`config.mk`:
```
export PLATFORM = sky130hd
export DESIGN_NAME = ps2_rx
export DESIGN_NICKNAME = d
export VERILOG_FILES = /design/src/rtl/ps2_rx.sv
export SDC_FILE = /design/constraint.sdc
export NUM_CORES = 1
export LEC_CHECK = 0
export CORE_MARGIN = 2
export CORE_UTILIZATION = 45
export DETAILED_ROUTE_END_ITERATION = 8
export PLACE_DENSITY = 0.62
export SLEW_MARGIN = 20
export SYNTH_ARGS = -nofsm -noshare
export SYNTH_HDL_FRONTEND = slang
export SYNTH_SLANG_ARGS = --single-unit
```
`constraint.sdc`:
```
create_clock -name clk_in -period 1.8 [get_ports clk_in]
set_input_delay 0.27 -clock clk_in [delete_from_list [all_inputs] [get_ports clk_in]]
set_output_delay 0.27 -clock clk_in [all_outputs]
set_load 0.02 [all_outputs]
```
`src/rtl/ps2_rx.sv`:
```
// PS/2 device-to-host receiver: synchronizes the pin clock/data, frames 11-bit words.
// Optional odd-parity checking is enabled by defining PS2_PARITY_CHECK_EN.
module ps2_rx #(
    parameter int unsigned TIMEOUT_CYCLES = 20000
) (
    input  logic       clk_in,
    input  logic       rst_in,
    input  logic       clk_ps2_raw,
    input  logic       ps2_data,
    output logic [7:0] data_out,
    output logic       valid_out,
    output logic       parity_err_out,
    output logic       frame_err_out
);

    localparam int unsigned TW = $clog2(TIMEOUT_CYCLES + 1);
    localparam logic [TW-1:0] TMO_LAST = TW'(TIMEOUT_CYCLES - 1);

    typedef enum logic [1:0] {IDLE, DATA, PARITY, STOP} state_e;

    state_e        state_q, state_d;
    logic          clk_s1_q, clk_s2_q, clk_dly_q;
    logic          dat_s1_q, dat_s2_q;
    logic [2:0]    bit_cnt_q, bit_cnt_d;
    logic [7:0]    shift_q, shift_d;
    logic [TW-1:0] tmo_q, tmo_d;
    logic [7:0]    data_q, data_d;
    logic          valid_q, valid_d;
    logic          perr_q, perr_d;
    logic          ferr_q, ferr_d;
    logic          fall;
    logic          timeout_hit;
    logic          parity_ok;

`ifdef PS2_PARITY_CHECK_EN
    logic parity_q, parity_d;
    assign parity_ok = ^{shift_q, parity_q};
`else
    assign parity_ok = 1'b1;
`endif

    assign fall        = clk_dly_q & ~clk_s2_q;
    // The edge wins over a simultaneous timeout.
    assign timeout_hit = (state_q != IDLE) && !fall && (tmo_q == TMO_LAST);

    always_ff @(posedge clk_in) begin
        if (!rst_in) begin
            state_q <= IDLE;
        end else begin
            state_q <= state_d;
        end
    end

    always_comb begin
        state_d = state_q;
        unique case (state_q)
            IDLE:    if (fall && !dat_s2_q) state_d = DATA;
            DATA:    if (fall && bit_cnt_q == 3'd7) state_d = PARITY;
            PARITY:  if (fall) state_d = STOP;
            STOP:    if (fall) state_d = IDLE;
            default: state_d = IDLE;
        endcase
        if (timeout_hit) state_d = IDLE;
    end

    always_comb begin
        bit_cnt_d = bit_cnt_q;
        shift_d   = shift_q;
        data_d    = data_q;
        valid_d   = 1'b0;
        perr_d    = 1'b0;
        ferr_d    = 1'b0;
`ifdef PS2_PARITY_CHECK_EN
        parity_d  = parity_q;
`endif
        tmo_d     = (state_d == IDLE || fall) ? '0 : tmo_q + 1'b1;

        unique case (state_q)
            IDLE: if (fall && !dat_s2_q) bit_cnt_d = '0;
            DATA: if (fall) begin
                shift_d   = {dat_s2_q, shift_q[7:1]};
                bit_cnt_d = bit_cnt_q + 3'd1;
            end
            PARITY: begin
`ifdef PS2_PARITY_CHECK_EN
                if (fall) parity_d = dat_s2_q;
`endif
            end
            STOP: if (fall) begin
                if (!dat_s2_q) begin
                    ferr_d = 1'b1;
                end else if (parity_ok) begin
                    valid_d = 1'b1;
                    data_d  = shift_q;
                end else begin
                    perr_d = 1'b1;
                end
            end
            default: ;
        endcase
        if (timeout_hit) ferr_d = 1'b1;
    end

    always_ff @(posedge clk_in) begin
        if (!rst_in) begin
            clk_s1_q  <= 1'b1;
            clk_s2_q  <= 1'b1;
            clk_dly_q <= 1'b1;
            dat_s1_q  <= 1'b1;
            dat_s2_q  <= 1'b1;
            bit_cnt_q <= '0;
            shift_q   <= '0;
            tmo_q     <= '0;
            data_q    <= '0;
            valid_q   <= 1'b0;
            perr_q    <= 1'b0;
            ferr_q    <= 1'b0;
`ifdef PS2_PARITY_CHECK_EN
            parity_q  <= 1'b0;
`endif
        end else begin
            clk_s1_q  <= clk_ps2_raw;
            clk_s2_q  <= clk_s1_q;
            clk_dly_q <= clk_s2_q;
            dat_s1_q  <= ps2_data;
            dat_s2_q  <= dat_s1_q;
            bit_cnt_q <= bit_cnt_d;
            shift_q   <= shift_d;
            tmo_q     <= tmo_d;
            data_q    <= data_d;
            valid_q   <= valid_d;
            perr_q    <= perr_d;
            ferr_q    <= ferr_d;
`ifdef PS2_PARITY_CHECK_EN
            parity_q  <= parity_d;
`endif
        end
    end

    assign data_out       = data_q;
    assign valid_out      = valid_q;
    assign parity_err_out = perr_q;
    assign frame_err_out  = ferr_q;

endmodule

```
# Word level (Yosys, flattened, before mapping)
# Index checks and enable logic that the tools add are counted.
[op_classes] addsub=2 eq_ne=7 n_reduce_logical=16 muxes=14 bitwise_logic=3
[ops] op="$add A15 B1 Y15 const B" count=1
[ops] op="$eq A15 B15 Y1 const B" count=1
[ops] op="$mux W2" count=5
[ops] op="$reduce_and A3 Y1" count=3
[ops] op="$pmux W2 S4" count=1
[ops] op="$mux W3" count=2
[ops] op="$pmux W3 S2" count=1
[ops] op="$mux W1" count=5
[ops] op="$eq A2 B2 Y1 const B" count=2
[ops] op="$logic_and A1 B1 Y1" count=4
[ops] op="$logic_not A2 Y1" count=2
[ops] op="$ne A2 B2 Y1 const B" count=2
[ops] op="$reduce_bool A2 Y1" count=2
[ops] op="$add A3 B1 Y3 const B" count=1
[ops] op="$eq A3 B3 Y1 const B" count=1
[ops] op="$eq A2 B1 Y1 const B" count=1
[ops] op="$logic_not A1 Y1" count=2
[ops] op="$not A1 Y1" count=2
[ops] op="$reduce_and A2 Y1" count=1
[ops] op="$reduce_or A2 Y1" count=1
[ops] op="$and A1 B1 Y1" count=1
[ops] op="$logic_or A1 B1 Y1" count=1
[totals] elab_cells=54 output_inout_bits=11 regBits=43

# Logic depth before layout (Yosys ltp)
# Gate-level depths: netlist of the first run.
[depth] depth_word=9 mapped_depth=7

# Least setup slack after synthesis of the first run
# OpenSTA, ideal clock, no wires.
[synth_path] path_kind="flip-flop to flip-flop" from="reg tmo_q[0]" to="reg tmo_q[7]" required_ps=1686 setup_ps=114 path_stages_with_launch=8 slack_ps=381 arrival_time_ps=1305 cell_sequence="dfxtp_1 -> ha_1 -> and4_1 -> buf_4 -> nand4_4 -> nand3_4 -> buf_6 -> nor2_1"
[synth_via] elab_chain_len=6 elab_cells_between_ends=7 classes_between="add/sub: 1; eq/ne: 1; mux: 1; reduce/logical: 4"
[synth_rtl] item="start, declared" line="26" text="logic [TW-1:0] tmo_q, tmo_d;"
[synth_rtl] item="start signal, assigned" line="129" text="tmo_q <= tmo_d;"
[synth_rtl] item="$eq A15 B15 Y1" line="44" text="assign timeout_hit = (state_q != IDLE) && !fall && (tmo_q == TMO_LAST);"
[synth_rtl] item="$logic_and A1 B1 Y1" line="44"
[synth_rtl] item="$mux W2" line="63" text="if (timeout_hit) state_d = IDLE;"
[synth_rtl] item="$logic_not A2 Y1" line="76" text="tmo_d = (state_d == IDLE || fall) ? '0 : tmo_q + 1'b1;"
[synth_rtl] item="$logic_or A1 B1 Y1" line="76"
[synth_rtl] item="$reduce_or A2 Y1 (no line)"
# Several ways; a longest one is shown, not always the timed one.
# A chain may end at the register's enable or synchronous reset.

# Worst setup path in the final report of the first run
[layout_path] from="reg tmo_q[0]" to="reg state_q[1]"
[layout_via] elab_chain_len=3
[layout_rtl] item="$eq A15 B15 Y1" line="44"
[layout_rtl] item="$logic_and A1 B1 Y1" line="44"
[layout_rtl] item="$mux W2" line="63"
[layout_rtl] item="end signal, assigned" line="50" text="state_q <= state_d;"
[layout_rtl] item="end, declared" line="21" text="state_e state_q, state_d;"
# Every way passes these cells.

==> results.ini, run 1 <==
[sta]
finalCritPeriodShare_pct=91.3
max_freq_mhz=609
hold_viol=0
period_needed_ns=1.64
setup_viol=0
final_max_slew_viol_count=0
clock_skew_ns=0.00877
setup_ws_ns=0.157
rsz0062_at_grt=false
finalSetupTns_ns=0

[synth]
avgSynthCellArea_um2=9.73
synthSimpleGateAreaFrac_pct=29.3
synthMuxAreaShare_pct=4.29
syn_nets=199
synth_top_family_by_area=simple AND/OR/NAND/NOR gates
synthCells=192
yosysWarnings=0
synth_xor_area_share_pct=6.10
synth.ff_latch_count=43
synth_seq_area_share_pct=46.1
synth.cell_area_um2=1870
synth_cell_types=36
synthAdderAreaFrac_pct=2.01
synth_compound_area_share_pct=6.90

[drt]
ant_nets=0
initialDrtViolationCount=80
post_drt_wl_per_cell_um=12.4
dr_total_vias=1338
wl_met1_mm=1.46
highest_layer=met4
dr_wl_met3_um=126
vias_per_cell=5.29
met2WireLength_mm=1.48
firstDrtPassIters=5
remaining_drc_errors=0
routed_wl_mm=3.13

[cells_and_area]
fillers=359
drive_above_1_share_pct=8.37
final_util_pct=52.7
fin_nets=209
seq_area_um2=861
diodes=0
area_growth_pct=12.8
multiInputGateArea_um2=913

[cts]
cts_hold_buf=0
root_buffer=clkbuf_8
cts_tree=yes
ctsResizeCount=0
postCtsSetupRepairBufs=0
clock_sinks=43
clk_path_buf_depth=2
htree_levels=2
insertion_delay_ns=0.29
clk_pin_slew_ns=0.08
numCtsBuffers=5

[outcome]
status=complete, no violations

[die]
die_area_um2=4680
rows=23
core_um2=4000
die_height_um=68.4
io_pins=15
initial_core_util_pct=46.7
fp.dieW_um=68.4

[power]
power_density_nw_per_um2=836
seq_power_share_pct=54.4
power.share.combinational_pct=2.1
power.leakage_nw=0.726
p_sw_uw=338
ir_drop_mv=0.337
power_frac_clock_pct=43.5
total_power_mw=1.76
swShare_pct=19.2
p_int_mw=1.42

[worst_setup_path]
crit_buf_inv=0
endpoint_kind=flip-flop
arrival_ns=1.81
crit_path_max_fanout=7
cp_slowest_cell=dfxtp_1
path_class=reg2reg
cp_cell_sequence=ha_1 > and4_2 > nand4_4 > o211ai_1 > a21boi_0
max_stage_delay_ns=0.40
critPathLaunchType=flip-flop
cp_top_family=simple AND/OR/NAND/NOR gates
required_ns=1.97

[grt]
grt_pass1_vias=1210
grt_pass1_wl_mm=5.40
track_usage_pct=15.6
grt_overflow=0
antenna_found_initial=0
grt_max_degree=16

[job]
cap_violations=0

[place]
place.detailed.hpwl_mm=2.20
gp_congestion=0.764
dp_slack_ns=0.166
port_buffers=13

[min_path]
holdCritPathClass=reg2reg

kinds of logic (layout without fill, tap and decap cells):
logic type / Yosys count / in the layout
AND/OR/NAND/NOR: 92 / 92
flip-flops: 43 / 43
AO/OA/AOI/OAI: 18 / 18
buffers and inverters: 14 / 25
XOR/XNOR: 13 / 13
multiplexers: 8 / 8
adder cells (fa/ha/maj): 3 / 3
other: 1 / 1
registers in the layout, summed over array words and instances (netlist names):
name	count
shift_q	8
frame_err_out	1
data_out	8
tmo_q	15
clk_s2_q	1
clk_s1_q	1
dat_s2_q	1
valid_out	1
clk_dly_q	1
state_q	2
dat_s1_q	1
bit_cnt_q	3
stage by stage:
stage	hold WS [ns]	instances	instance area, um2
2_1_floorplan	0.371	192	1870
3_3_place_gp	0.392	245	1990
3_5_place_dp	0.396	245	1990
4_1_cts	0.422	253	2110
5_1_grt	0.428	253	2110
6_report	0.417	253	2110
worst reg2reg max path, delay by kind of cell, from the launching register on:
family	cells	cell delay [ns]
AO/OA/AOI/OAI	2	0.36
adder cells (fa/ha/maj)	1	0.24
flip-flops	1	0.40
AND/OR/NAND/NOR	2	0.52
cells in the final DEF (no fill, tap or decap), types with 3 or more instances in the layout:
cell type,n
mux2i_1,8
nand2b_1,6
a21boi_0,10
nor2b_1,10
xor2_1,12
dfxtp_1,43
clkdlybuf4s50_1,13
nand4_1,6
clkbuf_8,6
and3_1,5
nand3_1,8
nor2_1,19
o211ai_1,3
nand2_1,22
ha_1,3
synthesized netlist by cell type, drive strengths merged:
cell     number  share of area (%)
a21boi       10                4.0
a21oi         2               0.54
a22oi         1               0.40
a31o          1               0.47
and2          2               0.67
and3          5                1.7
and4          4                2.0
buf           8                3.9
clkbuf        4               0.80
conb          1               0.20
dfxtp        43                 46
ha            3                2.0
inv           2               0.40
mux2i         8                4.3
nand2        22                4.4
nand2b        6                2.0
nand3         9                3.1
nand4         7                3.1
nand4bb       1               0.60
nor2         19                3.8
nor2b        11                4.1
nor3          2               0.54
nor4b         2                2.5
o211ai        3                1.2
o21ai         1               0.27
or2b          1               0.40
or3           1               0.34
xnor2         1               0.47
xor2         12                5.6
area by class of cell:
| cell class | instances | share of cell area, % |
|---|---|---|
| well taps | 50 | 2.97 |
| inverters | 2 | 0.356 |
| clock buffers | 6 | 3.92 |
| clock inverters | 2 | 1.66 |
| repair buffers | 15 | 6.89 |
| flip-flops and latches | 43 | 40.9 |
| multi-input cells | 135 | 43.3 |
power by group through the flow:
stage          sequential [mW]  clock, mW  combinational, mW
2_1_floorplan            0.981          0             0.0283
3_3_place_gp             0.982          0             0.0364
3_5_place_dp             0.982          0             0.0370
4_1_cts                  0.959      0.792             0.0370
5_1_grt                  0.960      0.837             0.0400
6_report                 0.959      0.766             0.0364
final timing paths:
kind	start	to	slack, ns	cells after the start
worst min-delay path	clk_s1_q	clk_s2_q	0.42	1
worst max-delay path	tmo_q[0]	state_q[1]	0.16	5
worst min register to register	clk_s1_q	clk_s2_q	0.42	1
worst max register to register	tmo_q[0]	state_q[1]	0.16	5
layer usage:
metal / vias up / track usage (%)
met5: - / 0
met2: 30 / 24.6
met1: 631 / 18.9
met3: 7 / 5.59
li1: 670 / -
met4: 0 / 7.25
No activity file was read; power rests on OpenSTA's default activity.
==> run 2: changes to the inputs <==
--- a/config.mk
+++ b/config.mk
@@ -9,2 +9,3 @@
 export CORE_UTILIZATION = 45
+export CTS_CLUSTER_DIAMETER = 60
 export DETAILED_ROUTE_END_ITERATION = 8
--- a/constraint.sdc
+++ b/constraint.sdc
@@ -3,2 +3,2 @@
 set_output_delay 0.27 -clock clk_in [all_outputs]
-set_load 0.02 [all_outputs]
+set_load 0.005 [all_outputs]
==> results of run 2 <==
Same layout as run 1 (identical final DEF). Status: complete, no violations.
==> run 3: changes to the inputs <==
GPL_TIMING_DRIVEN = 0   (was not set)
SETUP_SLACK_MARGIN = 0.2   (was not set)
SKIP_LAST_GASP = 1   (was not set)
==> run 3 against run 2 <==
Sequential power hardly changed. Clock skew down 0.0052 ns. Cell count increased by 3.2%. Power shrank 12%. Non-clock buffer count grew 10. Clock power shrank 28%. Core utilization up 0.81 points. Critical path type unchanged. Largest power group unchanged. Highest routed layer unchanged.
==> results.ini, run 3 (synthesized netlist as in run 1, its figures left out) <==
[cts]
root_buffer=clkbuf_8
postCtsSetupRepairBufs=0
numCtsBuffers=5
cts_tree=yes
clock_sinks=43
clk_pin_slew_ns=0.07
insertion_delay_ns=0.29
clk_path_buf_depth=2
htree_levels=2
cts_hold_buf=0
ctsResizeCount=0

[drt]
dr_total_vias=1308
vias_per_cell=5.01
firstDrtPassIters=4
initialDrtViolationCount=68
post_drt_wl_per_cell_um=11.9
ant_nets=0
remaining_drc_errors=0
routed_wl_mm=3.11

[die]
die_area_um2=4680
core_um2=4000
rows=23
fp.dieW_um=68.4
initial_core_util_pct=46.7
io_pins=15
die_height_um=68.4

[worst_setup_path]
path_class=reg2reg
crit_buf_inv=2
crit_path_max_fanout=10
cp_slowest_cell=dfxtp_2
critPathLaunchType=flip-flop
required_ns=1.98
max_stage_delay_ns=0.36
reg2reg_depth=7
endpoint_kind=flip-flop
cp_top_family=simple AND/OR/NAND/NOR gates
arrival_ns=1.69
cp.depth=7
cp_cell_sequence=ha_2 > and4_1 > buf_4 > nand4_4 > nand3_4 > buf_6 > nor2_1

[cells_and_area]
diodes=0
top_register=tmo_q
fillers=373
drive_above_1_share_pct=10.9
final_common_cell=dfxtp_1
final_util_pct=53.5
layout_common_cells=41 x dfxtp_1, 22 x nand2_1, 19 x nor2_1
fin_nets=219
area_growth_pct=14.5
largest_register_ffs=15

[power]
power.leakage_nw=0.746
total_power_mw=1.55
power.share.combinational_pct=2.6
ir_drop_mv=0.459
p_int_mw=1.24
swShare_pct=20.4
seq_power_share_pct=61.8
p_sw_uw=317
power_frac_clock_pct=35.6
power_density_nw_per_um2=726

[min_path]
hold_depth=1
holdCritPathClass=reg2reg

[sta]
setup_ws_ns=0.289
finalCritPeriodShare_pct=83.9
finalSetupTns_ns=0
clock_skew_ns=0.00352
final_max_slew_viol_count=0
hold_viol=0
setup_viol=0
rsz0062_at_grt=true
period_needed_ns=1.51
max_freq_mhz=662

[grt]
track_usage_pct=16.1
grt_pass1_vias=1223
grt_max_degree=12
antenna_found_initial=0
grt_overflow=0
grt_pass1_wl_mm=5.58

[place]
dp_slack_ns=-0.0948
place.detailed.hpwl_mm=2.23
gp_congestion=0.796
port_buffers=13

[job]
cap_violations=0

[outcome]
status=complete, no violations

## run 3: changes by cell type in the layout (fill, tap and decap cells not counted), sizes merged
cell | before | now
buf | 2 | 8
clkbuf | 6 | 10
bufinv | 1 | 0
clkinv | 1 | 0
## run 3: worst paths after layout
check                               from        end  slack [ns]
worst min-delay path            dat_s1_q   dat_s2_q        0.42
worst min register to register  dat_s1_q   dat_s2_q        0.42
worst max-delay path            tmo_q[0]  tmo_q[14]        0.29
worst max register to register  tmo_q[0]  tmo_q[14]        0.29
## run 3: power groups by stage
stage          Sequential (mW)  Clock [mW]  Combinational [mW]
2_1_floorplan            0.981           0              0.0269
3_3_place_gp             0.981           0              0.0400
3_5_place_dp             0.982           0              0.0409
4_1_cts                  0.959       0.571              0.0409
5_1_grt                  0.960       0.611              0.0454
6_report                 0.959       0.553              0.0407
## run 3: cell type report
cell class | count | area [um2] | share of cell area (%)
inverters | 2 | 7.51 | 0.351
plain buffers | 12 | 88.8 | 4.15
flip-flops and latches | 43 | 863 | 40.4
clock buffers | 6 | 72.6 | 3.39
multi-input cells | 135 | 915 | 42.7
well taps | 50 | 62.6 | 2.92
repair buffers | 13 | 130 | 6.08
## run 3: metal layers
metal / part of all wire, % / track usage [%] / up-vias
met5: 0 / 0 / -
met4: 1.0 / 5.25 / 0
met3: 3.4 / 5.92 / 4
met2: 44 / 23.9 / 19
met1: 51 / 21.4 / 602
li1: - / - / 683
## run 3: metrics by stage
stage | instances | cell area (um2) | hold WS (ns)
after global routing | 261 | 2140 | 0.445
final | 261 | 2140 | 0.418
after CTS | 261 | 2130 | 0.422
after global placement | 255 | 2060 | 0.395
after floorplan | 192 | 1870 | 0.371
after detailed placement | 255 | 2060 | 0.403
